===== config.mk =====
export PLATFORM = sky130hd
export DESIGN_NAME = next_frame_controller_flat
export DESIGN_NICKNAME = d
export VERILOG_FILES = /design/src/rtl/next_frame_controller_if.sv /design/src/rtl/next_frame_controller.sv /design/src/flat_wrapper.sv
export SDC_FILE = /design/constraint.sdc
export NUM_CORES = 1
export LEC_CHECK = 0
export ABC_CLOCK_PERIOD_IN_PS = 1550
export BUFFER_PORTS_ARGS = -buffer_cell sky130_fd_sc_hd__buf_4
export CAP_MARGIN = 5
export CORE_MARGIN = 8
export CORE_UTILIZATION = 45
export CTS_BUF_LIST = sky130_fd_sc_hd__clkbuf_2 sky130_fd_sc_hd__clkbuf_4 sky130_fd_sc_hd__clkbuf_8
export CTS_CLUSTER_SIZE = 10
export DETAILED_ROUTE_END_ITERATION = 16
export GPL_TIMING_DRIVEN = 0
export PLACE_DENSITY = 0.76
export SYNTH_ARGS = -nofsm -noshare
export SYNTH_HDL_FRONTEND = slang
export SYNTH_SLANG_ARGS = --single-unit
export TNS_END_PERCENT = 30

===== constraint.sdc =====
create_clock -name Clk -period 1.55 [get_ports Clk]
set_input_delay 0 -clock Clk [delete_from_list [all_inputs] [get_ports Clk]]
set_output_delay 0 -clock Clk [all_outputs]
set_load 0.005 [all_outputs]

===== src/rtl/next_frame_controller_if.sv =====
// Pixel-request handshake and SRAM port bundle for next_frame_controller.
`default_nettype none

interface next_frame_controller_if;
  logic        EN;
  logic        even_frame;
  logic        frame_clk;
  logic        pix_valid;
  logic [9:0]  pix_x;
  logic [9:0]  pix_y;
  logic [3:0]  pix_color;
  logic        pix_ready;
  logic        step_done;
  logic [15:0] pix_count;
  logic [15:0] Data_to_SRAM;
  logic [15:0] Data_from_SRAM;
  logic        SRAM_WE_N;
  logic        SRAM_OE_N;
  logic [19:0] SRAM_ADDRESS;

  // Controller side
  modport slave (
    input  EN, even_frame, frame_clk, pix_valid, pix_x, pix_y, pix_color,
    input  Data_from_SRAM,
    output pix_ready, step_done, pix_count,
    output Data_to_SRAM, SRAM_WE_N, SRAM_OE_N, SRAM_ADDRESS
  );

  // Accelerator / SRAM side
  modport master (
    output EN, even_frame, frame_clk, pix_valid, pix_x, pix_y, pix_color,
    output Data_from_SRAM,
    input  pix_ready, step_done, pix_count,
    input  Data_to_SRAM, SRAM_WE_N, SRAM_OE_N, SRAM_ADDRESS
  );
endinterface

`default_nettype wire


===== src/rtl/next_frame_controller.sv =====
// Read-modify-write pixel plotter into the back half of a 4-bit-per-pixel
// frame buffer held in 16-bit SRAM words.
`default_nettype none

module next_frame_controller (
  input  logic                          Clk,
  input  logic                          Reset,
  next_frame_controller_if.slave        bus
);

  typedef enum logic [2:0] {
    IDLE    = 3'd0,
    RD_SYNC = 3'd1,
    RD      = 3'd2,
    RD_WAIT = 3'd3,
    WR_SYNC = 3'd4,
    WR      = 3'd5
  } state_t;

  state_t      state_q, state_d;
  logic [9:0]  x_q, x_d;
  logic [9:0]  y_q, y_d;
  logic [3:0]  color_q, color_d;
  logic        fsel_q, fsel_d;
  logic [15:0] merge_q, merge_d;
  logic        step_done_q, step_done_d;
  logic [15:0] pix_count_q, pix_count_d;

  logic        pix_ready;
  logic        accept;
  logic        drop;
  logic        wr_exit;
  logic [19:0] latched_addr;
  logic [3:0]  nib_shift;
  logic [15:0] nib_mask;
  logic        sram_we_n;
  logic        sram_oe_n;
  logic [19:0] sram_addr;
  logic [15:0] sram_wdata;

  assign pix_ready    = bus.EN & (state_q == IDLE);
  assign accept       = bus.pix_valid & pix_ready;
  assign drop         = (bus.pix_color == 4'd0) | (bus.pix_x >= 10'd640) |
                        (bus.pix_y >= 10'd480);
  assign wr_exit      = bus.EN & (state_q == WR);
  assign latched_addr = {1'b0, ~fsel_q, y_q, x_q[9:2]};
  assign nib_shift    = {x_q[1:0], 2'b00};
  assign nib_mask     = 16'hF << nib_shift;

  always_comb begin
    state_d     = state_q;
    x_d         = x_q;
    y_d         = y_q;
    color_d     = color_q;
    fsel_d      = fsel_q;
    merge_d     = merge_q;
    sram_we_n   = 1'b1;
    sram_oe_n   = 1'b1;
    sram_addr   = 20'd0;
    sram_wdata  = 16'd0;

    // With EN low everything holds and the SRAM port sits idle.
    if (bus.EN) begin
      case (state_q)
        IDLE: begin
          if (accept) begin
            x_d     = bus.pix_x;
            y_d     = bus.pix_y;
            color_d = bus.pix_color;
            fsel_d  = bus.even_frame;
            if (!drop) state_d = RD_SYNC;
          end
        end
        RD_SYNC: begin
          sram_oe_n = 1'b0;
          sram_addr = latched_addr;
          state_d   = RD;
        end
        RD: begin
          sram_oe_n = 1'b0;
          sram_addr = latched_addr;
          state_d   = RD_WAIT;
        end
        RD_WAIT: begin
          merge_d = (bus.Data_from_SRAM & ~nib_mask) |
                    ({12'd0, color_q} << nib_shift);
          state_d = WR_SYNC;
        end
        WR_SYNC: begin
          sram_we_n  = 1'b0;
          sram_addr  = latched_addr;
          sram_wdata = merge_q;
          state_d    = WR;
        end
        WR: begin
          sram_we_n  = 1'b0;
          sram_addr  = latched_addr;
          sram_wdata = merge_q;
          state_d    = IDLE;
        end
        default: state_d = IDLE;
      endcase
    end
  end

  assign step_done_d = bus.EN & (state_d == IDLE);

  // A frame boundary restarts the count, but a write finishing on that same
  // cycle is the first pixel of the new frame.
  always_comb begin
    pix_count_d = pix_count_q;
    if (bus.frame_clk) begin
      pix_count_d = wr_exit ? 16'd1 : 16'd0;
    end else if (wr_exit && (pix_count_q != 16'hFFFF)) begin
      pix_count_d = pix_count_q + 16'd1;
    end
  end

  always_ff @(posedge Clk) begin
    if (Reset) begin
      state_q     <= IDLE;
      x_q         <= 10'd0;
      y_q         <= 10'd0;
      color_q     <= 4'd0;
      fsel_q      <= 1'b0;
      merge_q     <= 16'd0;
      step_done_q <= 1'b0;
      pix_count_q <= 16'd0;
    end else begin
      state_q     <= state_d;
      x_q         <= x_d;
      y_q         <= y_d;
      color_q     <= color_d;
      fsel_q      <= fsel_d;
      merge_q     <= merge_d;
      step_done_q <= step_done_d;
      pix_count_q <= pix_count_d;
    end
  end

  assign bus.pix_ready    = pix_ready;
  assign bus.step_done    = step_done_q;
  assign bus.pix_count    = pix_count_q;
  assign bus.SRAM_WE_N    = sram_we_n;
  assign bus.SRAM_OE_N    = sram_oe_n;
  assign bus.SRAM_ADDRESS = sram_addr;
  assign bus.Data_to_SRAM = sram_wdata;

endmodule

`default_nettype wire

===== src/flat_wrapper.sv =====
// flat-port wrapper written by rule: the top's interface ports become plain ports
module next_frame_controller_flat 
  (Clk, Reset, bus_EN, bus_even_frame, bus_frame_clk, bus_pix_valid, bus_pix_x, bus_pix_y, bus_pix_color, bus_Data_from_SRAM, bus_pix_ready, bus_step_done, bus_pix_count, bus_Data_to_SRAM, bus_SRAM_WE_N, bus_SRAM_OE_N, bus_SRAM_ADDRESS);
  next_frame_controller_if bus_i ();
  input  logic Clk;
  input  logic Reset;
  input wire logic [$bits(bus_i.EN)-1:0] bus_EN;
  input wire logic [$bits(bus_i.even_frame)-1:0] bus_even_frame;
  input wire logic [$bits(bus_i.frame_clk)-1:0] bus_frame_clk;
  input wire logic [$bits(bus_i.pix_valid)-1:0] bus_pix_valid;
  input wire logic [$bits(bus_i.pix_x)-1:0] bus_pix_x;
  input wire logic [$bits(bus_i.pix_y)-1:0] bus_pix_y;
  input wire logic [$bits(bus_i.pix_color)-1:0] bus_pix_color;
  input wire logic [$bits(bus_i.Data_from_SRAM)-1:0] bus_Data_from_SRAM;
  output wire logic [$bits(bus_i.pix_ready)-1:0] bus_pix_ready;
  output wire logic [$bits(bus_i.step_done)-1:0] bus_step_done;
  output wire logic [$bits(bus_i.pix_count)-1:0] bus_pix_count;
  output wire logic [$bits(bus_i.Data_to_SRAM)-1:0] bus_Data_to_SRAM;
  output wire logic [$bits(bus_i.SRAM_WE_N)-1:0] bus_SRAM_WE_N;
  output wire logic [$bits(bus_i.SRAM_OE_N)-1:0] bus_SRAM_OE_N;
  output wire logic [$bits(bus_i.SRAM_ADDRESS)-1:0] bus_SRAM_ADDRESS;
  assign bus_i.EN = bus_EN;
  assign bus_i.even_frame = bus_even_frame;
  assign bus_i.frame_clk = bus_frame_clk;
  assign bus_i.pix_valid = bus_pix_valid;
  assign bus_i.pix_x = bus_pix_x;
  assign bus_i.pix_y = bus_pix_y;
  assign bus_i.pix_color = bus_pix_color;
  assign bus_i.Data_from_SRAM = bus_Data_from_SRAM;
  assign bus_pix_ready = bus_i.pix_ready;
  assign bus_step_done = bus_i.step_done;
  assign bus_pix_count = bus_i.pix_count;
  assign bus_Data_to_SRAM = bus_i.Data_to_SRAM;
  assign bus_SRAM_WE_N = bus_i.SRAM_WE_N;
  assign bus_SRAM_OE_N = bus_i.SRAM_OE_N;
  assign bus_SRAM_ADDRESS = bus_i.SRAM_ADDRESS;
  next_frame_controller u_core (.Clk(Clk), .Reset(Reset), .bus(bus_i));
endmodule

==> metrics.cfg <==
[detailed_routing]
postRouteAntennaNets = 0
vias = 3446
drc = 0
avgRoutedWirePerCell_um = 17.1
avgViaCountPerCell = 5.53
totalWireLength_mm = 10.6
drt_first_pass_iters = 5
first_iter_violations = 133

[placed_design]
place_area_um2 = 3830
io_buffers = 100
dp.cells = 546
dp_slack_ps = -355
place_congestion = 0.878
place_hpwl_mm = 6.55

[critical_path]
r2r_cells = 6
worstPathCellList = buf_6 > buf_4 > buf_4 > nor3_2 > a311o_1 > a2111oi_0
path_buf_inv = 3
crit_path_frequent_cell = buf_4
critPathKind = reg -> reg
required_ps = 1750
cp.arrival_ps = 1850
start_kind = flop
path_delay_family = compound AO/OA/AOI/OAI gates
end_kind = flop
critical_path.slowest_cell = a2111oi_0
r2r_end = u_core.bus.step_done
r2r-start = u_core.state_q[1]
r2r_slack_ps = -110
worst-path-stages = 6
crit_fanout = 6
cp_slowest_stage_delay_ps = 440

[sta]
tns_ps = -2250
worst_pin_slew_ps = 632
rsz0062_at_grt = yes
hold-worst-slack_ps = 0.546
finalHoldViolCount = 0
min_period_ps = 1660
slew-limit-headroom = 0.579
worst_slack_ps = -105
setup-violations-final = 40
min_period_over_period = 1.07
fmax_ghz = 0.604
slew_violations = 0
clock_skew_ps = 12.8

[logic_synthesis]
yosysWarnings = 0
synth_cell_type_count = 51
synth_cells = 369
ys_seq_area_frac = 0.410
synth_edf_count = 0
synth_ff_type = dfxtp_1
syn_nets = 416
synth_top_cell_area_share = 0.410
async_flop_share = 0
synth_area_leaders = dfxtp_1, nand2_1, and2_1, a21oi_1, nor2_1
ys_top_cells_by_count = nand2_1, dfxtp_1, a21oi_1
yosys.area.top_type = dfxtp_1
syn_area_per_cell_um2 = 8.08
ys_ff_latch = 61
synth_most_common_cell = nand2_1
syn_area_um2 = 2980

[cells_and_area]
layout-drive-gt1-share = 0.419
insertedDiodeCount = 0
layout.cells.non_filler = 623
nNetsFinal = 588
area_delta_synth_final_pct = 66.4
finalInstanceArea_um2 = 4960
fillCellCount = 431
finalCoreUtilization = 0.777

[clocking]
clock-sinks = 61
clk_pin_slew_worst_paths_ps = 80
numCtsBuffers = 9
h-tree-depth = 3
cts_tree = built
ctsRootBufferMaster = clkbuf_8
insertion_delay_ps = 350
cts_max_path_buffers = 2

[worst_hold_path]
hold_path.class = in -> reg
worstHoldStart = Reset
hold_path_end = u_core.bus.pix_count[12]
holdPathStages = 3

[floorplan]
core_um2 = 6390
die_h_um = 97.4
num_rows = 29
initial_utilization = 0.467
die_w_um = 97.4
pin_count = 102
dieArea_um2 = 9490

[grt]
gr-total-overflow = 0
grt_pass1_vias = 3365
grt_first_pass_wirelength_mm = 16.0
antenna_found_initial = 0
grt_start_max_net_pins = 11
grtUsageTotal = 0.202

[power_and_ir_drop]
ir_drop_mv = 0.600
p_leak_nw = 2.10
power_mw = 3.22
power_density_nw_per_um2 = 649

[job]
timing.max_cap.violations = 0

[outcome]
status = complete, but fails checks
failed_checks = setup timing

==> per-layer routing <==
metal,GRT usage,part of all wire,vias up,wire length [um]
li1,-,-,1654,-
met2,0.346,0.50,150,5380
met4,0.0932,0.026,0,280
met1,0.223,0.38,1615,4080
met3,0.0626,0.085,27,908
met5,0,0,-,0
==> where the power goes <==
part | total (mW) | switching, mW | leakage [nW] | internal, mW
Combinational | 0.385 | 0.172 | 1.50 | 0.212
Clock | 1.23 | 0.648 | 0.0928 | 0.580
Sequential | 1.61 | 0.0251 | 0.507 | 1.58
==> how the worst max path moves through the flow <==
stage | startpoint | endpoint | slack, ps
finish | u_core.state_q[1] | u_core.bus.step_done | -110
global route | u_core.state_q[1] | u_core.bus.step_done | -170
CTS | u_core.state_q[1] | bus_SRAM_ADDRESS[13] | -50
detailed placement | u_core.state_q[1] | bus_SRAM_ADDRESS[13] | -350
global placement | u_core.state_q[1] | bus_SRAM_ADDRESS[17] | -310
floorplan | u_core.bus.pix_count[2] | u_core.bus.pix_count[5] | 20
==> placed cells by master (no fill, tap or decap), types with 2 or more instances in the layout <==
| cell | synthesis | layout |
|---|---|---|
| dfxtp_4 | 0 | 11 |
| dfxtp_1 | 61 | 43 |
| clkinv_2 | 0 | 6 |
| or4_1 | 3 | 2 |
| a31oi_1 | 5 | 5 |
| nand3_1 | 7 | 5 |
| o41ai_1 | 2 | 2 |
| o31ai_1 | 3 | 3 |
| a21oi_1 | 36 | 32 |
| and2_1 | 35 | 12 |
| o21ai_0 | 11 | 10 |
| buf_6 | 0 | 37 |
| buf_8 | 0 | 5 |
| nand2b_1 | 2 | 2 |
| a31o_2 | 2 | 2 |
| a311oi_1 | 9 | 9 |
| a21oi_2 | 0 | 4 |
| and3_1 | 2 | 2 |
| and2_4 | 0 | 23 |
| clkbuf_8 | 0 | 9 |
| nor3_1 | 5 | 4 |
| clkbuf_2 | 1 | 3 |
| nand4_1 | 9 | 9 |
| inv_1 | 5 | 4 |
| buf_1 | 3 | 3 |
| or3_1 | 6 | 5 |
| nand3_4 | 1 | 3 |
| nand2_1 | 67 | 65 |
| and4_1 | 2 | 2 |
| clkbuf_1 | 11 | 7 |
| dlygate4sd3_1 | 0 | 33 |
| dfxtp_2 | 0 | 7 |
| a211oi_1 | 11 | 11 |
| buf_4 | 5 | 98 |
| nor2_1 | 25 | 25 |
| mux2i_1 | 9 | 9 |
==> timing repair <==
action / in CTS / in global routing
hold endpoints to repair: 33 / 0
resized for setup: 65 / 74
setup endpoints to repair: 81 / 88
cloned: 2 / 2
setup buffers: 18 / 6
hold buffers: 33 / 0
pin swaps: 21 / 32
==> state kept, by name (all words and copies together) (netlist names) <==
name	count
u_core.bus.pix_count	16
u_core.y_q	10
u_core.bus.step_done	1
u_core.color_q	4
u_core.merge_q	16
u_core.fsel_q	1
u_core.state_q	3
u_core.x_q	10
==> cell type report <==
type                    count  area, um2  area share
flip-flops and latches     61       1270       0.256
clock buffers              10        131      0.0265
inverters                   5       18.8     0.00378
multi-input cells         277       1800       0.363
well taps                  77       96.3      0.0194
repair buffers            161       1420       0.286
clock inverters             6       30.0     0.00605
plain buffers              26        195      0.0393
==> worst reg2reg max path, stage by stage, from the launching register on <==
cell and delay [ps]:
dfxtp_4 370, buf_6 140, buf_4 120, buf_4 100
nor3_2 40, a311o_1 310, a2111oi_0 440
==> cell families (layout without fill, tap and decap cells) <==
group / after synthesis / after routing / synth area share
simple gates: 178 / 178 / 0.317
fa+ha+maj: 1 / 1 / 0.00420
xor+xnor: 2 / 2 / 0.00588
compound gates: 86 / 86 / 0.183
flops: 61 / 61 / 0.410
other cells: 1 / 1 / 0.00126
buf+inv: 31 / 208 / 0.0483
mux: 9 / 9 / 0.0302
Note: power is estimated with default switching activity, not from simulation.
